### config.mk
export PLATFORM = sky130hd
export DESIGN_NAME = if_branch_predictor
export DESIGN_NICKNAME = d
export VERILOG_FILES = /design/src/rtl/minisys_pkg.sv /design/src/rtl/branch_decode.sv /design/src/rtl/if_branch_predictor.sv
export SDC_FILE = /design/constraint.sdc
export NUM_CORES = 1
export LEC_CHECK = 0
export CAP_MARGIN = 20
export CORE_MARGIN = 2
export CORE_UTILIZATION = 30
export CTS_CLUSTER_DIAMETER = 80
export DETAILED_ROUTE_END_ITERATION = 10
export SYNTH_ARGS = -nofsm -noshare
export SYNTH_HDL_FRONTEND = slang
export SYNTH_SLANG_ARGS = --single-unit
### constraint.sdc
create_clock -name clock -period 6 [get_ports clock]
set_clock_uncertainty 0.1 [all_clocks]
set_input_delay 1.2 -clock clock [delete_from_list [all_inputs] [get_ports clock]]
set_output_delay 1.2 -clock clock [all_outputs]
set_load 0.005 [all_outputs]
### src/rtl/minisys_pkg.sv
// Shared Minisys-1A constants: branch opcodes, REGIMM rt codes and the
// 2-bit saturating branch-history counter type.
package minisys_pkg;

  localparam logic [5:0] OP_REGIMM = 6'b000001;
  localparam logic [5:0] OP_BEQ    = 6'b000100;
  localparam logic [5:0] OP_BNE    = 6'b000101;
  localparam logic [5:0] OP_BLEZ   = 6'b000110;
  localparam logic [5:0] OP_BGTZ   = 6'b000111;

  localparam logic [4:0] RT_BLTZ   = 5'b00000;
  localparam logic [4:0] RT_BGEZ   = 5'b00001;
  localparam logic [4:0] RT_BLTZAL = 5'b10000;
  localparam logic [4:0] RT_BGEZAL = 5'b10001;

  typedef logic [1:0] bht_ctr_t;

  localparam bht_ctr_t CTR_SNT = 2'b00;
  localparam bht_ctr_t CTR_WNT = 2'b01;
  localparam bht_ctr_t CTR_WT  = 2'b10;
  localparam bht_ctr_t CTR_ST  = 2'b11;
  localparam bht_ctr_t CTR_RST = CTR_WNT;

  function automatic bht_ctr_t ctr_next(input bht_ctr_t c, input logic taken);
    if (taken) return (c == CTR_ST)  ? CTR_ST  : bht_ctr_t'(c + 2'd1);
    else       return (c == CTR_SNT) ? CTR_SNT : bht_ctr_t'(c - 2'd1);
  endfunction

endpackage

### src/rtl/branch_decode.sv
// Combinational conditional-branch detector for a 32-bit Minisys-1A word.
// Shared by the IF-side predictor and the ID-stage decoder.
module branch_decode
  import minisys_pkg::*;
(
  input  logic [31:0] i_instr,
  output logic        o_is_branch
);

  logic w_unused_fields;
  assign w_unused_fields = ^{i_instr[25:21], i_instr[15:0]};

  always_comb begin
    o_is_branch = 1'b0;
    case (i_instr[31:26])
      OP_BEQ, OP_BNE, OP_BLEZ, OP_BGTZ: o_is_branch = 1'b1;
      OP_REGIMM: begin
        case (i_instr[20:16])
          RT_BLTZ, RT_BGEZ, RT_BLTZAL, RT_BGEZAL: o_is_branch = 1'b1;
          default: o_is_branch = 1'b0;
        endcase
      end
      default: o_is_branch = 1'b0;
    endcase
  end

endmodule

### src/rtl/if_branch_predictor.sv
// IF-stage dynamic branch predictor: 2-bit BHT lookup, IF/ID prediction slot,
// ID-stage misprediction detection, BHT training and saturating statistics.
module if_branch_predictor
  import minisys_pkg::*;
#(
  parameter int unsigned BHT_IDX_W = 6,
  parameter int unsigned ROM_ADR_W = 14,
  parameter int unsigned STAT_W    = 16
) (
  input  logic                 clock,
  input  logic                 reset,
  input  logic [ROM_ADR_W-1:0] if_pc_word,
  input  logic [31:0]          if_instr,
  input  logic                 if_id_write,
  input  logic                 flush,
  input  logic                 id_br_valid,
  input  logic                 id_br_taken,
  output logic                 IFBranch,
  output logic                 nBranch,
  output logic                 ntBranch,
  output logic [STAT_W-1:0]    stat_branches,
  output logic [STAT_W-1:0]    stat_mispred
);

  localparam int unsigned BHT_N = 2 ** BHT_IDX_W;

  bht_ctr_t               r_bht [BHT_N];
  logic                   r_pred_valid;
  logic                   r_pred_taken;
  logic [BHT_IDX_W-1:0]   r_pred_idx;
  logic [STAT_W-1:0]      r_stat_br;
  logic [STAT_W-1:0]      r_stat_mp;

  logic                   w_is_branch;
  logic [BHT_IDX_W-1:0]   w_idx;
  logic                   w_resolve;
  logic                   w_train;
  logic                   w_mispred;
  logic                   w_unused_pc;

  branch_decode u_decode (
    .i_instr     (if_instr),
    .o_is_branch (w_is_branch)
  );

  assign w_idx       = if_pc_word[BHT_IDX_W-1:0];
  assign w_unused_pc = ^if_pc_word[ROM_ADR_W-1:BHT_IDX_W];

  assign IFBranch  = w_is_branch & r_bht[w_idx][1];
  assign w_resolve = id_br_valid & r_pred_valid & ~flush;
  assign nBranch   = w_resolve & r_pred_taken & ~id_br_taken;
  assign ntBranch  = w_resolve & ~r_pred_taken & id_br_taken;
  assign w_mispred = nBranch | ntBranch;
  assign w_train   = w_resolve & if_id_write;

  assign stat_branches = r_stat_br;
  assign stat_mispred  = r_stat_mp;

  always_ff @(negedge clock) begin
    if (reset) begin
      for (int unsigned i = 0; i < BHT_N; i++) r_bht[i] <= CTR_RST;
    end else if (w_train) begin
      r_bht[r_pred_idx] <= ctr_next(r_bht[r_pred_idx], id_br_taken);
    end
  end

  // A stalled mispredict keeps its slot so it resolves (and trains) once on
  // release; it only kills the IF word when the pipeline actually advances.
  always_ff @(negedge clock) begin
    if (reset) begin
      r_pred_valid <= 1'b0;
      r_pred_taken <= 1'b0;
      r_pred_idx   <= '0;
    end else if (flush) begin
      r_pred_valid <= 1'b0;
    end else if (!if_id_write) begin
      r_pred_valid <= r_pred_valid;
    end else if (w_mispred) begin
      r_pred_valid <= 1'b0;
    end else begin
      r_pred_valid <= w_is_branch;
      r_pred_taken <= IFBranch;
      r_pred_idx   <= w_idx;
    end
  end

  always_ff @(negedge clock) begin
    if (reset) begin
      r_stat_br <= '0;
      r_stat_mp <= '0;
    end else if (w_train) begin
      if (r_stat_br != '1) r_stat_br <= r_stat_br + 1'b1;
      if (w_mispred && (r_stat_mp != '1)) r_stat_mp <= r_stat_mp + 1'b1;
    end
  end

endmodule

; ---- After elaboration in Yosys (flattened, before gate mapping)
; Memories as Yosys holds them, arrays and structs flattened. A register that Yosys moved wholly into a read port is not among the register bits.
; Cells that the tools add are included.
[word_totals]
reg_bits = 40
ram_bits = 128
input_bits = 52
out_inout_bits = 35
wordCells = 62
memories = 1
[mem_list]
columns = memory, words, word_bits, rd, rd_clocked_by_memory_dff, write_ports, line
row1 = r_bht, 64, 2, 2, 1, 64, if_branch_predictor.sv:27  ; bht_ctr_t r_bht [BHT_N];
[op_classes]
addsub = 4
eq_ne = 11
n_mux = 18
bitwise = 13
reduce_logical = 10
[op_table]
columns = op, count
row1 = $add A16 B1 Y16 const B, 2
row2 = $ne A16 B16 Y1 const B, 2
row3 = $eq A6 B3 Y1 const B, 4
row4 = $mux W6, 3
row5 = $mux W2, 6
row6 = $eq A5 B5 Y1 const B, 2
row7 = $and A1 B1 Y1, 8
row8 = $mux W1, 8
row9 = $reduce_or A4 Y1, 2
row10 = $eq A6 B1 Y1 const B, 1
row11 = $eq A5 B1 Y1 const B, 1
row12 = $logic_not A5 Y1, 1
row13 = $not A1 Y1, 4
row14 = $reduce_and A2 Y1, 2
row15 = $reduce_or A2 Y1, 2
row16 = $reduce_and A3 Y1, 1
row17 = $add A2 B1 Y2 const B, 1
row18 = $eq A2 B2 Y1 const B, 1
row19 = $logic_not A2 Y1, 1
row20 = $pmux W1 S2, 1
row21 = $sub A2 B1 Y2 const B, 1
row22 = $logic_and A1 B1 Y1, 1
row23 = $or A1 B1 Y1, 1

; ---- Longest topological paths before layout
[logic_depth]
word_depth = 9
mapped_depth = 10
ltp_nobuf = 7

; ---- Hierarchy
; A second synthesis with hierarchy kept.
[unflattened]
hier_cells = 796
area_unflattened_um2 = 9560.4
[modules_own_cells]
columns = mod, instances, cells_each, area_per_inst_um2, seq_area_each_um2
row1 = if_branch_predictor, 1, 792, 9510.4, 4764.6
row2 = branch_decode, 1, 4, 50.0, 0.0

==> run_results.csv <==
group,metric,value,unit
power_and_ir_drop,leakage,4.650,nW
setup_path,cp.required,4.70,ns
cells_and_area,fill_cells,3051,
clocking,cts_hold_buf,0,
sta,rsz0062_at_grt,"yes",
job,drv_cap,0,
power_and_ir_drop,p_switching,1.013,mW
placement,place_ws,-0.8828,ns
route,routedWlPerCell,19.76,um
route,drc_errors,0,
route,dr.first_iter.drc_count,821,
power_and_ir_drop,power_frac_seq,0.416,
placement,place_inst,1302,
synth,synthDistinctLibCells,67,
grt,grt_pass1_wl,45860,um
run_status,outcome,"finished with violations",
die,dieArea,0.03384,mm2
clocking,cts_made_buffers,17,
die,fp.dieH,184.0,um
synth,yosysWarnings,0,
sta,setup-violations-final,1,
cells_and_area,area_growth_syn_to_layout,28.27,%
synth,synth_edf_count,128,
cells_and_area,multi_input_area,0.004646,mm2
sta,worstMarginPinSlew,1.235,ns
synth,synth_seq_area_share,0.4904,
clocking,cts_sinks,174,
sta,slew_headroom,0.1730,
die,core_area,0.03172,mm2
cells_and_area,register_area,0.004765,mm2
clocking,h-tree-depth,4,
worst_hold_path,worstHoldPathType,"flip-flop to flip-flop",
setup_path,critPathKind,"flip-flop to output port",
sta,hold_viol,0,
placement,dp.final_hpwl,18590,um
power_and_ir_drop,internal-power,2.208,mW
die,die_w,184.0,um
setup_path,reg2reg_slack,2.24,ns
setup_path,worst_setup_path_start_kind,"flip-flop",
power_and_ir_drop,p_comb_frac,0.096,
die,num_rows,65,
power_and_ir_drop,vdd_ir_drop_max,208.8,uV
die,boundaryPins,87,
clocking,insertion_delay,0.47,ns
placement,placed_cell_area,0.01108,mm2
route,ant_nets,0,
route,vias,8365,
clocking,tritoncts,"yes",
grt,grt_overflow,0,
clocking,clockBufferDepth,2,
clocking,clk_pin_slew,0.04,ns
synth,synthCells,854,
synth,synth_ff_type,"edfxtp_1",
setup_path,crit_fanout,2,
power_and_ir_drop,switching_share,0.3144,
setup_path,end_kind,"output port",
placement,gp_congestion,0.8553,
synth,ys_ff_latch,174,
sta,drv_slew,0,
power_and_ir_drop,cellPowerDensity,258.5,mW/mm2
sta,setup_ws,-0.8142,ns
cells_and_area,antenna_cells,0,
synth,synth_fp_nets,908,
route,routed_wl,29880,um
synth,syn-cell-area,0.009716,mm2
die,start_util,0.3063,
cells_and_area,final_layout_size_suffix_gt1_frac,0.1595,
power_and_ir_drop,p_clk_frac,0.488,
grt,antenna_found_initial,0,
synth,async_flop_share,0,
cells_and_area,fin_nets,1153,
route,drt_first_pass_iters,6,
placement,port_buffers,55,
grt,grt_usage,0.1775,
grt,grt_max_degree,65,
cells_and_area,fin_cells,1512,
route,routed_via_density,5.532,
synth,syn_area_per_cell,11.38,um2
setup_path,arrival,5.51,ns
cells_and_area,final_design_area_no_fill,0.01246,mm2
grt,first_global_vias,8569,
clocking,ctsRootBufferMaster,"clkbuf_16",
run_status,failed_checks,"setup timing",
## repair_timing
item                       4_1_cts  5_1_grt
cloned                           2        0
setup endpoints to repair        8       41
pin swaps                        3        4
buffers inserted                 5        0
resized for setup               23        9
## worst paths after layout
| check | from | end | cells after the start |
|---|---|---|---|
| worst min register to register | stat_mispred[10]$_SDFFE_NP0P_ | stat_mispred[10]$_SDFFE_NP0P_ | 2 |
| worst max-delay path | r_bht[51][1]$_SDFFCE_NN0P_ | IFBranch | 6 |
| worst max register to register | flip-flop | r_bht[26][1]$_SDFFCE_NN0P_ | 8 |
| worst min-delay path | stat_mispred[10]$_SDFFE_NP0P_ | stat_mispred[10]$_SDFFE_NP0P_ | 2 |
## power groups by stage
stage / registers, mW / logic, mW / clock network [mW]
after floorplan: 1.34 / 0.190 / 0.174
after global placement: 1.36 / 0.286 / 0.174
after detailed placement: 1.36 / 0.290 / 0.174
after CTS: 1.34 / 0.304 / 1.61
after global routing: 1.34 / 0.325 / 1.75
final: 1.34 / 0.310 / 1.57
## worst max-delay path, cell delays in order (launching register included)
cell and delay, ns:
edfxtp_1 0.39, mux4_2 0.53, mux4_2 0.51, mux2i_4 0.19, nor3b_2 0.06, a31o_2 0.23, buf_6 0.12
## sequential cells by signal, summed over array words and instances (netlist names), named ones only
signal	count
r_bht	128
stat_branches	16
stat_mispred	16
r_pred_idx	6
r_pred_taken	1
r_pred_valid	1
## cells in the final DEF (no fill, tap or decap), drive strengths merged, types with 13 or more instances in the layout
| master | instances |
|---|---|
| inv | 186 |
| edfxtp | 128 |
| buf | 78 |
| nand2 | 74 |
| nor2 | 69 |
| nand2b | 56 |
| nor4 | 55 |
| nand4b | 53 |
| dfxtp | 46 |
| clkdlybuf4s50 | 46 |
| mux4 | 38 |
| mux2i | 36 |
| nand4 | 22 |
| xor2 | 20 |
| nand3 | 18 |
| clkbuf | 17 |
| or2 | 14 |
| nor3 | 13 |
## cells by family (layout without fill, tap and decap cells)
group,Yosys count,in the layout,synth area share
buf+inv,84,340,0.04263
xor+xnor,28,28,0.02524
flops,174,174,0.4904
mux,79,79,0.1348
simple gates,432,432,0.2583
fa+ha+maj,2,2,0.002575
compound gates,55,55,0.04598
## metal layers
layer	vias to the layer above	global-route usage	part of all wire	routed length (um)
met5	-	0	0	0
met2	387	0.2779	0.50	14830
met4	0	0.1024	0.029	858
li1	3780	-	-	-
met3	62	0.05666	0.074	2224
met1	4136	0.2153	0.40	11960
## per-stage QoR
| stage | hold WS [ns] | total power [mW] | setup TNS, ns | util |
|---|---|---|---|---|
| final | 0.4357 | 3.221 | -0.8142 | 0.3929 |
| after CTS | 0.4388 | 3.258 | -0.9245 | 0.3916 |
| after detailed placement | 0.4301 | 1.819 | -73.83 | 0.3492 |
| after global routing | 0.4766 | 3.410 | -0.8683 | 0.3929 |
| after global placement | 0.4211 | 1.815 | -75.24 | 0.3484 |
| after floorplan | 0.4077 | 1.701 | -0.1591 | - |
## synth_stat cells (6+ instances only)
cell | n | area [um2]
edfxtp_1 | 128 | 3844
nand2_1 | 73 | 274.0
nor2_1 | 69 | 259.0
nand2b_1 | 56 | 350.3
nor4_1 | 55 | 344.1
nand4b_1 | 53 | 464.2
clkbuf_1 | 48 | 180.2
dfxtp_1 | 46 | 920.9
mux2i_1 | 36 | 360.4
mux4_2 | 28 | 630.6
nand4_1 | 22 | 137.6
buf_2 | 21 | 105.1
xor2_1 | 20 | 175.2
nand3_1 | 18 | 90.09
or2_2 | 14 | 87.58
nor3_1 | 12 | 60.06
nor4b_1 | 12 | 105.1
mux4_1 | 10 | 262.8
and3_1 | 9 | 56.30
nor2b_1 | 9 | 56.30
a22oi_1 | 8 | 60.06
xnor2_1 | 8 | 70.07
buf_6 | 7 | 78.83
a21oi_1 | 6 | 30.03
inv_1 | 6 | 22.52
nor3b_1 | 6 | 45.04
## area by class of cell
cell class                      count  area share
Sequential cell                   174      0.3823
Multi-Input combinational cell    596      0.3728
Timing Repair Buffer              131      0.1054
Clock inverter                    187     0.06345
Tap cell                          402     0.04036
Clock buffer                       17     0.03414
Inverter                            5    0.001506
Power figures use the tool's default switching activity.
